### config.mk
export PLATFORM = sky130hd
export DESIGN_NAME = sonar_scheduler
export DESIGN_NICKNAME = d
export VERILOG_FILES = /design/src/rtl/sonar_pkg.sv /design/src/rtl/us_tick_gen.sv /design/src/rtl/sonar_scheduler.sv
export SDC_FILE = /design/constraint.sdc
export NUM_CORES = 1
export LEC_CHECK = 0
export CAP_MARGIN = 10
export CORE_AREA = 2 2 89 91
export DETAILED_ROUTE_END_ITERATION = 10
export DIE_AREA = 0 0 91 93
export GPL_ROUTABILITY_DRIVEN = 0
export HOLD_SLACK_MARGIN = 0.03
export PLACE_DENSITY = 0.74
export SYNTH_ARGS = -nofsm -noshare
export SYNTH_HDL_FRONTEND = slang
export SYNTH_HIERARCHICAL = 1
export SYNTH_SLANG_ARGS = --single-unit
export TNS_END_PERCENT = 10
### constraint.sdc
create_clock -name i_clk -period 2.35 [get_ports i_clk]
set_clock_uncertainty 0.05 [all_clocks]
set_input_delay 0.235 -clock i_clk [delete_from_list [all_inputs] [get_ports i_clk]]
set_output_delay 0.235 -clock i_clk [all_outputs]
set_load 0.01 [all_outputs]
### src/rtl/sonar_pkg.sv
// Shared types and helpers for the sonar rangefinder scheduler.
//   sonar_state_t   : scheduler FSM states (also exported on the debug port)
//   sonar_result_t  : one tagged measurement result (id, width in us, timeout)
//   next_masked_idx : round-robin pick of the first masked sensor at/after ptr
package sonar_pkg;

  localparam int MAX_SENSORS = 8;
  localparam int RES_US_W    = 16;

  typedef enum logic [2:0] {
    S_IDLE      = 3'd0,
    S_TRIG      = 3'd1,
    S_WAIT_ECHO = 3'd2,
    S_MEASURE   = 3'd3,
    S_HOLDOFF   = 3'd4
  } sonar_state_t;

  typedef struct packed {
    logic [2:0]          id;
    logic [RES_US_W-1:0] us;
    logic                timeout;
  } sonar_result_t;

  // Scans n sensors starting at ptr, wrapping n-1 -> 0. Returns ptr when
  // the mask is empty; callers only use the result when |mask.
  function automatic logic [2:0] next_masked_idx(
    input logic [MAX_SENSORS-1:0] mask,
    input logic [2:0]             ptr,
    input int                     n
  );
    logic [2:0] idx;
    logic       found;
    next_masked_idx = ptr;
    found           = 1'b0;
    for (int i = 0; i < MAX_SENSORS; i++) begin
      idx = 3'((int'(ptr) + i) % n);
      if (i < n && !found && mask[idx]) begin
        next_masked_idx = idx;
        found           = 1'b1;
      end
    end
  endfunction

endpackage

### src/rtl/us_tick_gen.sv
// Free-running microsecond tick generator.
//   i_clk   : clock
//   i_reset : synchronous active-high reset (prescaler back to 0)
//   o_tick  : one-cycle pulse every CLK_PER_US clocks
module us_tick_gen #(
  parameter int CLK_PER_US = 40
) (
  input  logic i_clk,
  input  logic i_reset,
  output logic o_tick
);

  localparam int W = (CLK_PER_US > 1) ? $clog2(CLK_PER_US) : 1;
  localparam logic [W-1:0] LAST = W'(CLK_PER_US - 1);

  logic [W-1:0] r_cnt;

  always_ff @(posedge i_clk) begin
    if (i_reset) begin
      r_cnt <= '0;
    end else if (r_cnt == LAST) begin
      r_cnt <= '0;
    end else begin
      r_cnt <= r_cnt + 1'b1;
    end
  end

  assign o_tick = (r_cnt == LAST);

endmodule

### src/rtl/sonar_scheduler.sv
// Round-robin trigger/echo controller for up to 8 ultrasonic rangefinders.
// One sensor is served per slot: a TRIG_US trigger pulse, then wait for the
// echo rise, measure its width in us, post one tagged result, and hold off
// until the slot (measured from trigger rise) reaches SLOT_US.
//
// Handshake: o_result_valid is a one-cycle pulse with no ready; the consumer
// must capture o_result_id/us/timeout on that cycle (they also hold until the
// next result).
//
// Ports:
//   i_clk, i_reset     : clock, synchronous active-high reset
//   i_enable           : run scheduling; low finishes current slot then idles
//   i_sensor_mask      : sensors taking part in the rotation (sampled in IDLE)
//   i_echo             : asynchronous echo lines
//   o_trig             : trigger lines, one-hot or zero
//   o_busy             : a slot is in progress
//   o_result_valid     : one-cycle result pulse
//   o_result_id/us/timeout : registered result fields
//   o_state            : debug view of the FSM state (sonar_state_t encoding)
module sonar_scheduler
  import sonar_pkg::*;
#(
  parameter int N_SENSORS  = 4,
  parameter int CLK_PER_US = 40,
  parameter int TRIG_US    = 10,
  parameter int TIMEOUT_US = 30000,
  parameter int SLOT_US    = 60000,
  parameter int CW         = 16     // at most RES_US_W
) (
  input  logic                 i_clk,
  input  logic                 i_reset,
  input  logic                 i_enable,
  input  logic [N_SENSORS-1:0] i_sensor_mask,
  input  logic [N_SENSORS-1:0] i_echo,
  output logic [N_SENSORS-1:0] o_trig,
  output logic                 o_busy,
  output logic                 o_result_valid,
  output logic [2:0]           o_result_id,
  output logic [CW-1:0]        o_result_us,
  output logic                 o_result_timeout,
  output logic [2:0]           o_state
);

  localparam logic [CW-1:0] TRIG_LAST = CW'(TRIG_US - 1);
  localparam logic [CW-1:0] TO_LAST   = CW'(TIMEOUT_US - 1);
  localparam logic [CW-1:0] TO_FULL   = CW'(TIMEOUT_US);
  localparam logic [CW-1:0] SLOT_LAST = CW'(SLOT_US - 1);
  localparam logic [CW-1:0] SLOT_END  = CW'(SLOT_US);

  sonar_state_t            r_state, w_next_state;
  logic [2:0]              r_sel, r_ptr, w_pick, w_trig_idx;
  logic [CW-1:0]           r_slot_us, r_width, w_post_us;
  logic [N_SENSORS-1:0]    r_echo_s1, r_echo_s2, r_trig, w_trig;
  logic [MAX_SENSORS-1:0]  w_mask8, w_echo8;
  logic                    r_echo_d, w_echo_sel, w_rise, w_fall;
  logic                    w_tick, w_post, w_post_to;
  sonar_result_t           r_result;
  logic                    r_result_valid;

  us_tick_gen #(.CLK_PER_US(CLK_PER_US)) u_tick (
    .i_clk   (i_clk),
    .i_reset (i_reset),
    .o_tick  (w_tick)
  );

  // Widen mask/echo to 8 bits so a 3-bit sensor index selects exactly.
  always_comb begin
    w_mask8 = '0;
    w_echo8 = '0;
    w_mask8[N_SENSORS-1:0] = i_sensor_mask;
    w_echo8[N_SENSORS-1:0] = r_echo_s2;
  end

  assign w_pick     = next_masked_idx(w_mask8, r_ptr, N_SENSORS);
  assign w_echo_sel = w_echo8[r_sel];
  assign w_rise     = w_echo_sel & ~r_echo_d;
  assign w_fall     = ~w_echo_sel & r_echo_d;

  // Next state and result posting.
  always_comb begin
    w_next_state = r_state;
    w_post       = 1'b0;
    w_post_us    = '0;
    w_post_to    = 1'b0;
    case (r_state)
      S_IDLE: begin
        if (i_enable && |i_sensor_mask) w_next_state = S_TRIG;
      end
      S_TRIG: begin
        if (w_tick && r_slot_us == TRIG_LAST) w_next_state = S_WAIT_ECHO;
      end
      S_WAIT_ECHO: begin
        // Echo already high at trigger end never produces a rise here.
        if (w_rise) begin
          w_next_state = S_MEASURE;
        end else if (w_tick && r_width == TO_LAST) begin
          w_post       = 1'b1;
          w_post_to    = 1'b1;
          w_next_state = S_HOLDOFF;
        end
      end
      S_MEASURE: begin
        if (w_fall) begin
          w_post       = 1'b1;
          w_post_us    = r_width;
          w_next_state = S_HOLDOFF;
        end else if (w_tick && r_width == TO_LAST) begin
          w_post       = 1'b1;
          w_post_us    = TO_FULL;
          w_post_to    = 1'b1;
          w_next_state = S_HOLDOFF;
        end
      end
      S_HOLDOFF: begin
        // Worst case (full wait plus full width) can overrun a short slot;
        // leave immediately rather than wait for the counter to wrap.
        if (r_slot_us >= SLOT_END || (w_tick && r_slot_us == SLOT_LAST))
          w_next_state = S_IDLE;
      end
      default: w_next_state = S_IDLE;
    endcase
  end

  // Trigger decode from the next state so o_trig is high exactly in TRIG.
  assign w_trig_idx = (r_state == S_IDLE) ? w_pick : r_sel;
  always_comb begin
    w_trig = '0;
    for (int k = 0; k < N_SENSORS; k++) begin
      w_trig[k] = (w_next_state == S_TRIG) && (w_trig_idx == 3'(k));
    end
  end

  always_ff @(posedge i_clk) begin
    if (i_reset) begin
      r_state        <= S_IDLE;
      r_sel          <= '0;
      r_ptr          <= '0;
      r_slot_us      <= '0;
      r_width        <= '0;
      r_echo_s1      <= '0;
      r_echo_s2      <= '0;
      r_echo_d       <= 1'b0;
      r_trig         <= '0;
      r_result       <= '0;
      r_result_valid <= 1'b0;
    end else begin
      r_state   <= w_next_state;
      r_echo_s1 <= i_echo;
      r_echo_s2 <= r_echo_s1;
      r_echo_d  <= w_echo_sel;
      r_trig    <= w_trig;

      if (r_state == S_IDLE && w_next_state == S_TRIG) begin
        r_sel     <= w_pick;
        r_slot_us <= '0;
      end else if (w_tick && r_state != S_IDLE) begin
        r_slot_us <= r_slot_us + 1'b1;
      end

      // r_width is the echo-wait timer in WAIT_ECHO and the width in MEASURE.
      if ((r_state == S_TRIG && w_next_state == S_WAIT_ECHO) ||
          (r_state == S_WAIT_ECHO && w_next_state == S_MEASURE)) begin
        r_width <= '0;
      end else if (w_tick && (r_state == S_WAIT_ECHO ||
                              (r_state == S_MEASURE && w_echo_sel))) begin
        r_width <= r_width + 1'b1;
      end

      if (r_state == S_HOLDOFF && w_next_state == S_IDLE) begin
        r_ptr <= (r_sel == 3'(N_SENSORS - 1)) ? 3'd0 : r_sel + 3'd1;
      end

      r_result_valid <= w_post;
      if (w_post) begin
        r_result.id      <= r_sel;
        r_result.us      <= RES_US_W'(w_post_us);
        r_result.timeout <= w_post_to;
      end
    end
  end

  assign o_trig           = r_trig;
  assign o_busy           = (r_state != S_IDLE);
  assign o_result_valid   = r_result_valid;
  assign o_result_id      = r_result.id;
  assign o_result_us      = r_result.us[CW-1:0];
  assign o_result_timeout = r_result.timeout;
  assign o_state          = r_state;

endmodule

==> impl_metrics.ini <==
[grt]
overflow = 0
grt_first_pass_wirelength_um = 13800
grt_pass1_vias = 2955
antenna_found_initial = 0
grt_max_degree = 20
grt_use_total_pct = 19.9

[cts]
clockBufferDepth = 2
tritoncts = done
htree_levels = 3
cts_root_buffer = clkbuf_8
clkLatencyLatePin_ns = 0.35
cts_buffers = 9
clk_pin_slew_ns = 0.07
clock-sinks = 80

[floorplan]
rows = 32
dieArea_um2 = 8460
core_um2 = 7530
initial_core_util_pct = 48.2
die_y_um = 93
ios = 40
die_w_um = 91

[min_path]
hp-start = i_echo[2]
hold_class = input port to register
min_delay_path_depth = 2
min_to = r_echo_s1[2]

[cells_and_area]
finalNonFillerCells = 551
antennaDiodeCount = 0
fin_nets = 463
drive_above_1_share_pct = 10.0
synthToLayoutAreaGrowth_pct = 21.9
fin_util_pct = 58.7

[power]
vdd_ir_drop_max_mv = 0.526
leakage_uw = 0.00164
powerDensity_nw_per_um2 = 544

[logic_synthesis]
synth_cells = 394
ys_seq_elements = 80
ys_warn_count = 6
synth_most_common_cell = dfxtp_1
synthFlopType = dfxtp_1
synth_top_area_share_pct = 44.2
ys_types = 63
netlist_area_um2 = 3620
synth.top_cells.by_count = 80 x dfxtp_1, 57 x nor2_1, 27 x nand2_1
seq_area_frac_synth_pct = 44.2
yosys.area.top_type = dfxtp_1
postSynthAreaPerCell_um2 = 9.20
syn_nets = 411
synth_edf_count = 0
postSynth.asyncResetShare_pct = 0
synth_area_leaders = dfxtp_1 44%, xor2_1 6.0%, nor2_1 5.9%, nand2_1 2.8%, mux2i_1 2.5%

[route]
drtAntennaViolNets = 0
drc = 0
dr.first_iter.drc_count = 238
routed_wl_um = 8120
vias = 3043
wire_per_inst_um = 14.7
viasPerCell = 5.52
drt-pass1-iter-count = 5

[timing]
timing.fmax_ghz = 0.444
setup_viol = 0
period_share_pct = 95.8
slew_headroom_pct = 48.2
drv_slew = 0
fin_setup_tns_ns = 0
fin_hold_ws_ns = 0.386
setup_slack_ns = 0.0981
worst_pin_slew_ns = 0.767
hold_viol_final = 0
period_needed_ns = 2.25

[setup_path]
worst_r2r_endpoint = r_slot_us[12]
start_kind = register
reg2regPathDepth = 10
critPathMostFrequentCell = buf_4
rrSetupSlack_ns = 0.1
crit_slowest_cell = dfxtp_1
r2r-start = u_tick/r_cnt[0]
path_class = register to register
cp_cell_sequence = ha_2 > nand4b_1 > nor2_2 > buf_4 > o311ai_0 > nor3_1 > buf_4 > nand4_1 > xor2_1 > nor2_1
crit_family = simple AND/OR/NAND/NOR gates
crit_buf_inv = 2
cpPeakStageDelay_ns = 0.38
crit_path_max_fanout = 5
arrival_ns = 2.44
cp-end-kind = register
required_ns = 2.54

[placed_design]
dp_hpwl_um = 5710
dp_cells = 535
io_buffers = 39
dp_slack_ns = -0.0385

[job]
cap_violations = 0

[outcome]
status = complete, no violations
==> report_power, final <==
group	internal (uW)	switching, uW	total (uW)
logic	76.4	94.5	171
registers	1370	8.70	1380
clock network	401	450	851
==> how the worst max path moves through the flow <==
stage,startpoint,to,slack (ns),cells past startpoint
floorplan,u_tick/r_cnt[0],r_width[10],0.16,9
global route,u_tick/r_cnt[0],r_slot_us[12],-0.02,10
CTS,u_tick/r_cnt[0],r_slot_us[15],0.02,10
detailed placement,u_tick/r_cnt[0],r_width[8],-0.04,9
global placement,u_tick/r_cnt[0],r_width[0],0.03,9
finish,u_tick/r_cnt[0],r_slot_us[12],0.1,10
==> routing by layer <==
| metal | routed length [um] | up-vias | GRT usage [%] |
|---|---|---|---|
| li1 | - | 1497 | - |
| met1 | 3580 | 1445 | 24.5 |
| met2 | 4070 | 89 | 33.6 |
| met3 | 408 | 12 | 5.08 |
| met4 | 70 | 0 | 7.45 |
| met5 | 0 | - | 0 |
==> area by class of cell <==
cell class                      instances  area [um^2]
Fill cell                             685         3110
Timing Repair Buffer                   56          543
Multi-Input combinational cell        291         1960
Tap cell                              102          128
Sequential cell                        80         1600
Inverter                                8         30.0
Clock buffer                           13          149
Clock inverter                          1         5.00
==> registers in the layout (all words and copies together), names as in the netlist, 2 cells and up <==
signal and count:
r_echo_s2 4, r_echo_s1 4, o_result_id 3, o_trig 4, u_tick/r_cnt 6, r_width 16, r_sel 3, r_ptr 2
o_state 3, o_result_us 16, r_slot_us 16
==> what timing repair did <==
item | CTS | global route
resized for setup | 2 | 6
hold buffers | 0 | 0
setup buffers | 0 | 2
endpoints found under the setup margin | 18 | 49
pin swaps | 0 | 3
==> logic make-up after synthesis <==
logic type	synth area share, %
xor gates and xnor gates	7.73
muxes	2.80
DFF	44.2
AOI/OAI and AO/OA	14.0
adders and majority gates	2.07
buffers and inverters	2.76
and+or+nand+nor	26.4
==> stage by stage <==
stage	instance area (um^2)	power, uW
finish	4420	2400
global route	4420	2490
CTS	4360	2410
floorplan	3620	1510
detailed placement	4200	1580
global placement	4200	1570
==> cell usage in the layout, fill, tap and decap left out, drive strengths merged, types with 2 or more instances in the layout <==
cell type,Yosys,final
o21bai,2,2
a211o,2,2
nor2,57,57
nand4,10,10
ha,6,6
or4b,2,2
clkdlybuf4s50,0,39
or3,3,3
a21oi,9,9
clkbuf,10,13
o2bb2ai,8,8
nor3,6,6
nand2b,3,3
buf,5,17
mux2i,9,9
o21ai,7,7
a2111oi,2,2
and4,4,4
xnor2,7,7
o31ai,4,4
and2,7,7
inv,8,8
o221ai,2,2
and3,11,11
nor4,4,4
nand3b,3,3
nor2b,13,13
xor2,25,25
nor4b,2,2
dfxtp,80,80
nand4b,3,3
a22o,9,9
a21o,3,3
nand3,19,19
nand2,28,28
o2111a,2,2
(Power assumes the default switching activity.)
